==> src/rtl/wf_pkg.sv <==
// Shared definitions for the waveform controller: FSM state encoding and the
// channel-index width helper used by the top and the RAM write interface.
package wf_pkg;

  localparam int WF_STATE_W = 2;

  typedef enum logic [WF_STATE_W-1:0] {
    WF_IDLE   = 2'd0,
    WF_RUN    = 2'd1,
    WF_REWIND = 2'd2,
    WF_DONE   = 2'd3
  } wf_state_e;

  function automatic int wf_ch_w(input int ch_num);
    return (ch_num > 1) ? $clog2(ch_num) : 1;
  endfunction

endpackage

==> src/rtl/wf_ram_wr_if.sv <==
// Sample write port: gates write requests by FSM permission and channel range,
// and presents accepted writes to the external RAM one cycle later.
module wf_ram_wr_if
  import wf_pkg::*;
#(
  parameter int CH_NUM = 4,
  parameter int ADDR_W = 10,
  parameter int DATA_W = 16,
  localparam int CH_W  = wf_ch_w(CH_NUM)
) (
  input  logic                   clk,
  input  logic                   srst,
  input  logic                   wr_allow,
  input  logic                   wr_en,
  input  logic [CH_W-1:0]        wr_ch,
  input  logic [ADDR_W-1:0]      wr_addr,
  input  logic [DATA_W-1:0]      wr_data,
  output logic [CH_W+ADDR_W-1:0] ram_addr,
  output logic                   ram_ce,
  output logic                   ram_we,
  output logic [DATA_W-1:0]      ram_din,
  output logic                   wr_drop
);

  logic                   ch_ok;
  logic                   wr_accept;
  logic                   strobe_reg;
  logic [CH_W+ADDR_W-1:0] addr_reg;
  logic [DATA_W-1:0]      din_reg;

  // Channel indices can exceed CH_NUM when CH_NUM is not a power of two.
  assign ch_ok     = (32'(wr_ch) < CH_NUM);
  assign wr_accept = wr_en && wr_allow && ch_ok;
  assign wr_drop   = wr_en && !wr_accept;

  always_ff @(posedge clk) begin
    if (srst) begin
      strobe_reg <= 1'b0;
      addr_reg   <= '0;
      din_reg    <= '0;
    end else begin
      strobe_reg <= wr_accept;
      if (wr_accept) begin
        addr_reg <= {wr_ch, wr_addr};
        din_reg  <= wr_data;
      end
    end
  end

  assign ram_addr = addr_reg;
  assign ram_ce   = strobe_reg;
  assign ram_we   = strobe_reg;
  assign ram_din  = din_reg;

endmodule

==> src/rtl/wf_multi_ctrl.sv <==
// Multi-channel waveform playback controller: sample loading, pass sequencing
// and DSP handshake. Define WF_LOOP_EN to enable multi-pass (rewind) playback.
module wf_multi_ctrl
  import wf_pkg::*;
#(
  parameter int CH_NUM = 4,
  parameter int ADDR_W = 10,
  parameter int DATA_W = 16,
  parameter int CNT_W  = 32,
  localparam int CH_W  = wf_ch_w(CH_NUM)
) (
  input  logic                   i_clk,
  input  logic                   i_rst,
  input  logic                   i_wf_start,
  input  logic                   i_wf_stop,
  input  logic                   i_wf_write_en,
  input  logic [CH_W-1:0]        i_wf_write_ch,
  input  logic [ADDR_W-1:0]      i_wf_write_addr,
  input  logic [DATA_W-1:0]      i_wf_write_data,
  input  logic [CNT_W-1:0]       i_wf_max_cnt,
  input  logic [CNT_W-1:0]       i_wf_read_cnt,
  input  logic [15:0]            i_wf_loop_num,
  output logic [CH_W+ADDR_W-1:0] o_xintf_wf_ram_addr,
  output logic                   o_xintf_wf_ram_ce,
  output logic                   o_xintf_wf_ram_we,
  output logic [DATA_W-1:0]      o_xintf_wf_ram_din,
  output logic                   o_dsp_wf_mode,
  output logic                   o_wf_rewind,
  output logic                   o_wf_done,
  output logic                   o_wf_err,
  output logic [WF_STATE_W-1:0]  o_wf_state,
  output logic [15:0]            o_wf_loop_cnt
);

  wf_state_e        state_reg, state_next;
  logic             start_prev_reg;
  logic [CNT_W-1:0] max_cnt_reg, max_cnt_next;
  logic [15:0]      loop_cnt_reg, loop_cnt_next, loop_cnt_inc;
  logic             err_reg, err_next;
  logic             rewind_reg, rewind_next;
  logic             start_rise, start_ok, pass_end, last_pass;
  logic             wr_allow, wr_drop;

  assign start_rise   = i_wf_start && !start_prev_reg;
  assign start_ok     = (state_reg == WF_IDLE) && start_rise && (i_wf_max_cnt != '0);
  assign pass_end     = (i_wf_read_cnt >= max_cnt_reg);
  assign loop_cnt_inc = (loop_cnt_reg == 16'hFFFF) ? loop_cnt_reg : loop_cnt_reg + 16'd1;
  assign wr_allow     = (state_reg == WF_IDLE) || (state_reg == WF_DONE);

`ifdef WF_LOOP_EN
  logic [15:0] loop_num_reg;

  always_ff @(posedge i_clk) begin
    if (i_rst) begin
      loop_num_reg <= '0;
    end else if (start_ok) begin
      loop_num_reg <= i_wf_loop_num;
    end
  end

  // A latched loop count of zero never matches, so playback repeats until stopped.
  assign last_pass = (loop_num_reg != 16'd0) && (loop_cnt_inc == loop_num_reg);
`else
  logic unused_loop_num;
  assign unused_loop_num = ^i_wf_loop_num;
  assign last_pass       = 1'b1;
`endif

  always_comb begin
    state_next    = state_reg;
    max_cnt_next  = max_cnt_reg;
    loop_cnt_next = loop_cnt_reg;
    err_next      = err_reg;
    rewind_next   = 1'b0;
    case (state_reg)
      WF_IDLE: begin
        if (start_rise) begin
          if (i_wf_max_cnt == '0) begin
            err_next = 1'b1;
          end else begin
            max_cnt_next  = i_wf_max_cnt;
            loop_cnt_next = '0;
            err_next      = 1'b0;
            state_next    = WF_RUN;
          end
        end
      end
      WF_RUN: begin
        if (i_wf_stop) begin
          state_next = WF_DONE;
        end else if (pass_end) begin
          loop_cnt_next = loop_cnt_inc;
          if (last_pass) begin
            state_next = WF_DONE;
          end else begin
            rewind_next = 1'b1;
            state_next  = WF_REWIND;
          end
        end
      end
      WF_REWIND: begin
        if (i_wf_stop) begin
          state_next = WF_DONE;
        end else if (i_wf_read_cnt == '0) begin
          state_next = WF_RUN;
        end
      end
      WF_DONE: begin
        if (!i_wf_start) begin
          state_next = WF_IDLE;
        end
      end
      default: state_next = WF_IDLE;
    endcase
    // A dropped write flags an error even in the cycle a start clears it.
    if (wr_drop) begin
      err_next = 1'b1;
    end
  end

  always_ff @(posedge i_clk) begin
    if (i_rst) begin
      state_reg      <= WF_IDLE;
      start_prev_reg <= 1'b0;
      max_cnt_reg    <= '0;
      loop_cnt_reg   <= '0;
      err_reg        <= 1'b0;
      rewind_reg     <= 1'b0;
    end else begin
      state_reg      <= state_next;
      start_prev_reg <= i_wf_start;
      max_cnt_reg    <= max_cnt_next;
      loop_cnt_reg   <= loop_cnt_next;
      err_reg        <= err_next;
      rewind_reg     <= rewind_next;
    end
  end

  wf_ram_wr_if #(
    .CH_NUM (CH_NUM),
    .ADDR_W (ADDR_W),
    .DATA_W (DATA_W)
  ) u_wr_if (
    .clk      (i_clk),
    .srst     (i_rst),
    .wr_allow (wr_allow),
    .wr_en    (i_wf_write_en),
    .wr_ch    (i_wf_write_ch),
    .wr_addr  (i_wf_write_addr),
    .wr_data  (i_wf_write_data),
    .ram_addr (o_xintf_wf_ram_addr),
    .ram_ce   (o_xintf_wf_ram_ce),
    .ram_we   (o_xintf_wf_ram_we),
    .ram_din  (o_xintf_wf_ram_din),
    .wr_drop  (wr_drop)
  );

  assign o_dsp_wf_mode = (state_reg == WF_RUN) || (state_reg == WF_REWIND);
  assign o_wf_rewind   = rewind_reg;
  assign o_wf_done     = (state_reg == WF_DONE);
  assign o_wf_err      = err_reg;
  assign o_wf_state    = state_reg;
  assign o_wf_loop_cnt = loop_cnt_reg;

endmodule
==> config.mk <==
export PLATFORM = sky130hd
export DESIGN_NAME = wf_multi_ctrl
export DESIGN_NICKNAME = d
export VERILOG_FILES = /design/src/rtl/wf_pkg.sv /design/src/rtl/wf_ram_wr_if.sv /design/src/rtl/wf_multi_ctrl.sv
export SDC_FILE = /design/constraint.sdc
export NUM_CORES = 1
export LEC_CHECK = 0
export BUFFER_PORTS_ARGS = -buffer_cell sky130_fd_sc_hd__buf_2
export CORE_UTILIZATION = 45
export CTS_BUF_LIST = sky130_fd_sc_hd__clkbuf_16
export CTS_CLUSTER_SIZE = 24
export DETAILED_ROUTE_END_ITERATION = 6
export PLACE_DENSITY = 0.79
export SLEW_MARGIN = 15
export SYNTH_ARGS = -nofsm -noshare
export SYNTH_HDL_FRONTEND = slang
export SYNTH_SLANG_ARGS = --single-unit
==> constraint.sdc <==
create_clock -name i_clk -period 2.93 [get_ports i_clk]
set_clock_uncertainty 0.2 [all_clocks]
set_input_delay 0.586 -clock i_clk [delete_from_list [all_inputs] [get_ports i_clk]]
set_output_delay 0.586 -clock i_clk [all_outputs]
set_load 0.01 [all_outputs]
# [Yosys cells after proc, flatten, opt, wreduce, memory -nomap -nowiden]
# Cells that the tools add are included.
[word_totals] regBits=81 input_bits=113 out_inout_bits=52 word_cells=58
[classes] add_sub_neg=1 n_lt_le_gt_ge=1 n_eq_ne=12 muxes=18 bitwise_logic=1 n_reduce_logical=17
[op_table] operator="$mux 16" n=5
[op_table] operator="$logic_not 32->1" n=2
[op_table] operator="$ge 32x32->1" n=1
[op_table] operator="$pmux 16 s2" n=1
[op_table] operator="$add 16x1->16 const B" n=1
[op_table] operator="$eq 16x16->1 const B" n=1
[op_table] operator="$mux 2" n=7
[op_table] operator="$ne 2x2->1 const B" n=6
[op_table] operator="$pmux 2 s4" n=1
[op_table] operator="$ne 3x3->1 const B" n=2
[op_table] operator="$reduce_and 6->1" n=1
[op_table] operator="$reduce_bool 2->1" n=3
[op_table] operator="$reduce_and 5->1" n=1
[op_table] operator="$eq 2x2->1 const B" n=2
[op_table] operator="$mux 1" n=4
[op_table] operator="$logic_and 1x1->1" n=3
[op_table] operator="$reduce_and 3->1" n=1
[op_table] operator="$eq 2x1->1 const B" n=1
[op_table] operator="$logic_not 1->1" n=2
[op_table] operator="$logic_not 2->1" n=1
[op_table] operator="$logic_or 1x1->1" n=2
[op_table] operator="$reduce_and 2->1" n=1
[op_table] operator="$not 1->1" n=1

# [Longest topological paths before layout]
[logic_depth] ltp_word=7 ltp_mapped=10 depth_no_buf=8

# [Hierarchy]
# Synthesis repeated with hierarchy kept, for this count alone.
[hier_totals] cells_unflattened=522 hier_area_um2=4541.9
[by_module_without_submodules] module="wf_multi_ctrl" n_inst=1 cells_each=390 area_each_um2=3275.6 seq_area_each_um2=1041.0
[by_module_without_submodules] module="wf_ram_wr_if" n_inst=1 cells_each=132 area_each_um2=1266.2 seq_area_each_um2=580.6

# [Worst setup path before layout]
# OpenSTA, ideal clock, no wires.
[synth_timing] kind="in2reg" start="input port i_wf_read_cnt[14]" end="register state_reg[0], in the netlist o_wf_state[0]" setup_ns=0.121 t_arrival_ns=2.567 t_required_ns=2.609 setup_slack_ns=0.042 stages=8 n_path_buf=1 cell_sequence="ha_1 > and4_4 > o211ai_2 > or4_4 > a311o_1 > buf_2 > a21oi_1 > mux2_2"
[synth_between] elab_chain_cells=3 elab_cells_between_ends=5 classes_between="1 x order compare; 2 x eq/ne; 2 x reduce/logical"
[synth_lines] item="start: declaration" line_no="wf_multi_ctrl.sv:21" rtl="input logic [CNT_W-1:0] i_wf_read_cnt,"
[synth_lines] item="$ge 32x32->1 or $logic_not 32->1 (tied branches)" line_no="wf_multi_ctrl.sv:46, wf_multi_ctrl.sv:104"
[synth_lines] item="$ne 3x3->1 (no line)"
[synth_lines] item="$reduce_and 5->1 (no line) (*)"
[synth_lines] item="end signal: assignment" line_no="wf_multi_ctrl.sv:130" rtl="state_reg <= state_next;"
[synth_lines] item="end: declaration" line_no="wf_multi_ctrl.sv:35" rtl="wf_state_e state_reg, state_next;"
# Every way passes the cells marked *; elsewhere a longest branch is shown, timed or not.
# A chain may end at the register's enable or synchronous reset.

# [Worst setup path after layout]
[layout_timing] start="register max_cnt_reg[10]" end="register loop_cnt_reg[9], in the netlist o_wf_loop_cnt[9]"
[layout_between] elab_chain_cells=3
[layout_lines] item="start: declaration" line_no="wf_multi_ctrl.sv:37" rtl="logic [CNT_W-1:0] max_cnt_reg, max_cnt_next;"
[layout_lines] item="start signal: assignment" line_no="wf_multi_ctrl.sv:132" rtl="max_cnt_reg <= max_cnt_next;"
[layout_lines] item="$ge 32x32->1" line_no="wf_multi_ctrl.sv:46" rtl="assign pass_end = (i_wf_read_cnt >= max_cnt_reg);"
[layout_lines] item="$ne 2x2->1 (no line)"
[layout_lines] item="$reduce_and 6->1 (no line)"
[layout_lines] item="end signal: assignment" line_no="wf_multi_ctrl.sv:133" rtl="loop_cnt_reg <= loop_cnt_next;"
[layout_lines] item="end: declaration" line_no="wf_multi_ctrl.sv:38" rtl="logic [15:0] loop_cnt_reg, loop_cnt_next, loop_cnt_inc;"
# No other way between the ends.

==> metrics.md <==
| Metric | Value |
|---|---|
| Max-slew violations | 0 |
| Critical path depth in cells | 9 |
| Clock period minus final worst setup slack | 2.80 ns |
| First-iteration detailed-routing DRC count | roughly 170 |
| Total wire length after detailed routing | about 12 mm |
| Category of cells accounting for the largest share of critical-path delay | compound AO/OA/AOI/OAI gates |
| Overall Global Routing Usage | 24.3% |
| Routed via count | ~4600 |
| Aggregate negative setup slack | 0 ns |
| Inserted Diodes | 0 |
| Dominant cells by area after synthesis | dfxtp_1 (36%), ha_1 (11%), mux2i_1 (7.1%), nand2_1 (6.2%), a21oi_1 (5.9%) |
| Routed vias/inst | 5.46 |
| Number of buffer and inverter instances along the worst setup path | 2 |
| Avg Cell Area, Syn | 8.25 µm² |
| Port buffer count | between 100 and 150 |
| Wire length of the first global-routing pass | 20.0 mm |
| Most common cell after layout, fill and taps aside | buf_2 |
| Fraction of the mapped netlist area in compound gates | between 10% and 20% |
| Worst setup path startpoint | max_cnt_reg[10] |
| Register area share after synthesis | 36.0% |
| Reg2Reg Launch Point | max_cnt_reg[10] |
| Worst EP required | 2.93 ns |
| Reg-to-reg slack, setup | roughly 0.13 ns |
| Row count | 36 |
| Num Clock Sinks | 81 |
| Total Power | 4220 µW |
| Routability-driven placement congestion ratio | about 0.9 |
| Adder-cell share of the synthesized area | 10.6% |
| Cell count after synthesis | 546 |
| DIE AREA | between 10000 and 15000 µm² |
| Vias in the first global route | 4500 |
| Unrepaired setup endpoints after global routing | false |
| Fin. Hold Viols | 0 |
| Commonest cells after routing, fill and taps aside | buf_2 (147), dfxtp_1 (81), nand2_1 (75), a21oi_1 (53), inv_1 (49) |
| Run status | finished, final reports clean |
| Clock buffers created by TritonCTS | 9 |
| Pwr per Cell Area | 718 nW/µm² |
| Worst-path cell chain | inv_1, ha_1, and4_1, o211ai_2, or4_4, a311o_1, buf_12, a221oi_1, o32ai_1 |
| Netlist Area Pre-Place | 4510 µm² |
| Main synth FF type | dfxtp_1 |
| Classification of the worst-slack hold path | reg -> reg |
| Largest fanout on the critical path | 9 |
| Count of nets after finishing | around 860 |
| Number of flip-flops under the largest register name | 32 |
| Critical Path AT | 2.80 ns |
| Average wire per standard cell | 14.6 µm |
| Peak per-stage delay on the critical path | about 0.45 ns |
| Static Leakage | 0.00268 µW |
| Hold_ws | 0.251 ns |
| Cell accounting for the most synthesized area | dfxtp_1 |
| Clock Root Buffer | clkbuf_16 |
| Type of the worst setup path | reg -> reg |
| TritonCTS clock tree | built |
| Initial core utilization | 46.3% |
| Hold-fix buffer count after cts | 0 |
| Slowest library cell on the worst path | or4_4 |
| Number of warnings printed during yosys synthesis | 0 |
| Worst ir drop on vdd | about 0.46 mV |
| Initial antenna violation count | 0 |
| Relative area change from synthesis to final layout | 30.6% |
| Floorplan die width | 102 µm |
| Number of synthesized flops with an enable pin | 0 |
| Critical register-to-register path endpoint | o_wf_loop_cnt[9] |
| DRT antenna net count | 0 |
| Area share of the largest cell type after synthesis | 36.0% |
| Count of boundary I/O pins | 165 |
| Post-CTS clock slew at the launch and capture registers of the worst setup and hold paths | 0.07 ns |
| Simple-gate portion of the synthesized area | 21.1% |
| Setup-violating endpoint count in the final report | 0 |
| Post-CTS setup buffer count | 0 |
| Highest Clock Rate | 0.357 GHz |
| Min-Delay Path Depth | 2 |
| DRC | 0 |
| Buffer depth of the longest clock path | 2 |
| First drt pass iteration count | 4 |
| Unique masters post-synth | 61 |
| CP Capture Point | o_wf_loop_cnt[9] |
| Die Height | 102 µm |
| Synthesized netlist net count | ~700 |
| Count of max-cap constraint violations | 0 |
| Number of cells on the worst reg-to-reg path | 9 |
| Xor/xnor share of the synthesized area | 0% |
| Multiplexer fraction of the synthesized cell area | about 7.4% |
| Hpwl dp | 9.44 mm |
| Register bit total from synthesis | between 80 and 90 |
| Proportion of synthesized flip-flops having asynchronous set or reset | 0% |
| Remaining global-route overflow | 0 |
| Share of the cycle needed by the critical path after routing | 95.6% |
| Fraction of final layout cells with drive strength greater than 1 | between 20% and 30% |
| Clock insertion delay at the later pin of the skew report | 0.33 ns |
| Crit. End Element | flip-flop |
| Dominant combinational cell family by area after synthesis | simple AND/OR/NAND/NOR gates |
| Core area | slightly below 10000 µm² |
| Largest net degree at the start of global routing | 35 |
| Critical path startpoint category | flip-flop |
| CTS H-Tree Depth | 3 |
## cell type report
type | instances | area [µm²]
Sequential cell | 81 | 1620
Clock buffer | 9 | 225
Clock inverter | 7 | 93.8
Tap cell | 133 | 166
Inverter | 50 | 188
Multi-Input combinational cell | 386 | 2580
Timing Repair Buffer | 177 | 1010
Fill cell | 867 | 3840
## per-stage QoR
step | std cells | instance area [µm²] | setup slack (ns) | util, %
6_report | 843 | 5890 | 0.130 | 60.5
5_1_grt | 843 | 5890 | 0.0313 | 60.5
3_5_place_dp | 827 | 5560 | -0.240 | 57.2
2_1_floorplan | 546 | 4510 | 0.0421 | -
3_3_place_gp | 827 | 5560 | -0.121 | 57.2
4_1_cts | 843 | 5880 | 0.0557 | 60.4
## synthesized netlist by cell type, drive strengths merged, types with 2 or more instances
master / count
nand2: 75
and2: 3
or4: 8
a2111oi: 2
nand2b: 3
o32ai: 6
o211ai: 6
o2111ai: 4
clkbuf: 17
mux2i: 32
and4: 2
dfxtp: 81
o21a: 4
a21oi: 53
o211a: 2
o21ai: 12
a221oi: 6
o221a: 3
nand3: 14
and3: 2
ha: 38
buf: 12
nor2b: 4
nor3: 8
nor2: 42
or3: 4
inv: 49
o2bb2ai: 2
nor4: 18
nand4: 14
## logic make-up after synthesis
group           after synthesis
compound gates              115
fa+ha+maj                    38
buf+inv                      79
flops                        81
mux                          33
other cells                   1
simple gates                199
## worst min-delay path by stage
stage | startpoint | endpoint | slack, ns
global placement | u_wr_if.ram_din[13] | u_wr_if.ram_din[13] | 0.24
global route | u_wr_if.ram_din[2] | u_wr_if.ram_din[2] | 0.27
detailed placement | u_wr_if.ram_din[2] | u_wr_if.ram_din[2] | 0.24
floorplan | max_cnt_reg[10] | max_cnt_reg[10] | 0.26
CTS | u_wr_if.ram_din[5] | u_wr_if.ram_din[5] | 0.25
finish | u_wr_if.ram_din[5] | u_wr_if.ram_din[5] | 0.25
## worst reg2reg max path: stages, from the launching register on
cell      delay [ns]
dfxtp_1         0.34
inv_1           0.05
ha_1            0.29
and4_1          0.26
o211ai_2        0.10
or4_4           0.45
a311o_1         0.40
buf_12          0.17
a221oi_1        0.29
o32ai_1         0.11
## timing repair
action	CTS	global route
resized for setup	0	1
setup endpoints to repair	0	1
endpoints found under the hold margin	0	0
## metal layers
| metal | global-route usage [%] | routed length (µm) | up-vias |
|---|---|---|---|
| met4 | 12.0 | 346 | 0 |
| met5 | 0 | 0 | - |
| met1 | 28.2 | 5140 | 2150 |
| met3 | 5.61 | 723 | 31 |
| met2 | 42.0 | 6060 | 154 |
| li1 | - | - | 2269 |
## power breakdown
part           internal [µW]  total [µW]  leakage, µW  switching, µW
Sequential              1280        1390     0.000661            105
Clock                    746        1210     0.000152            461
Combinational            676        1630      0.00187            954
Total                   2700        4220      0.00268           1520
Power figures use the tool's default switching activity.
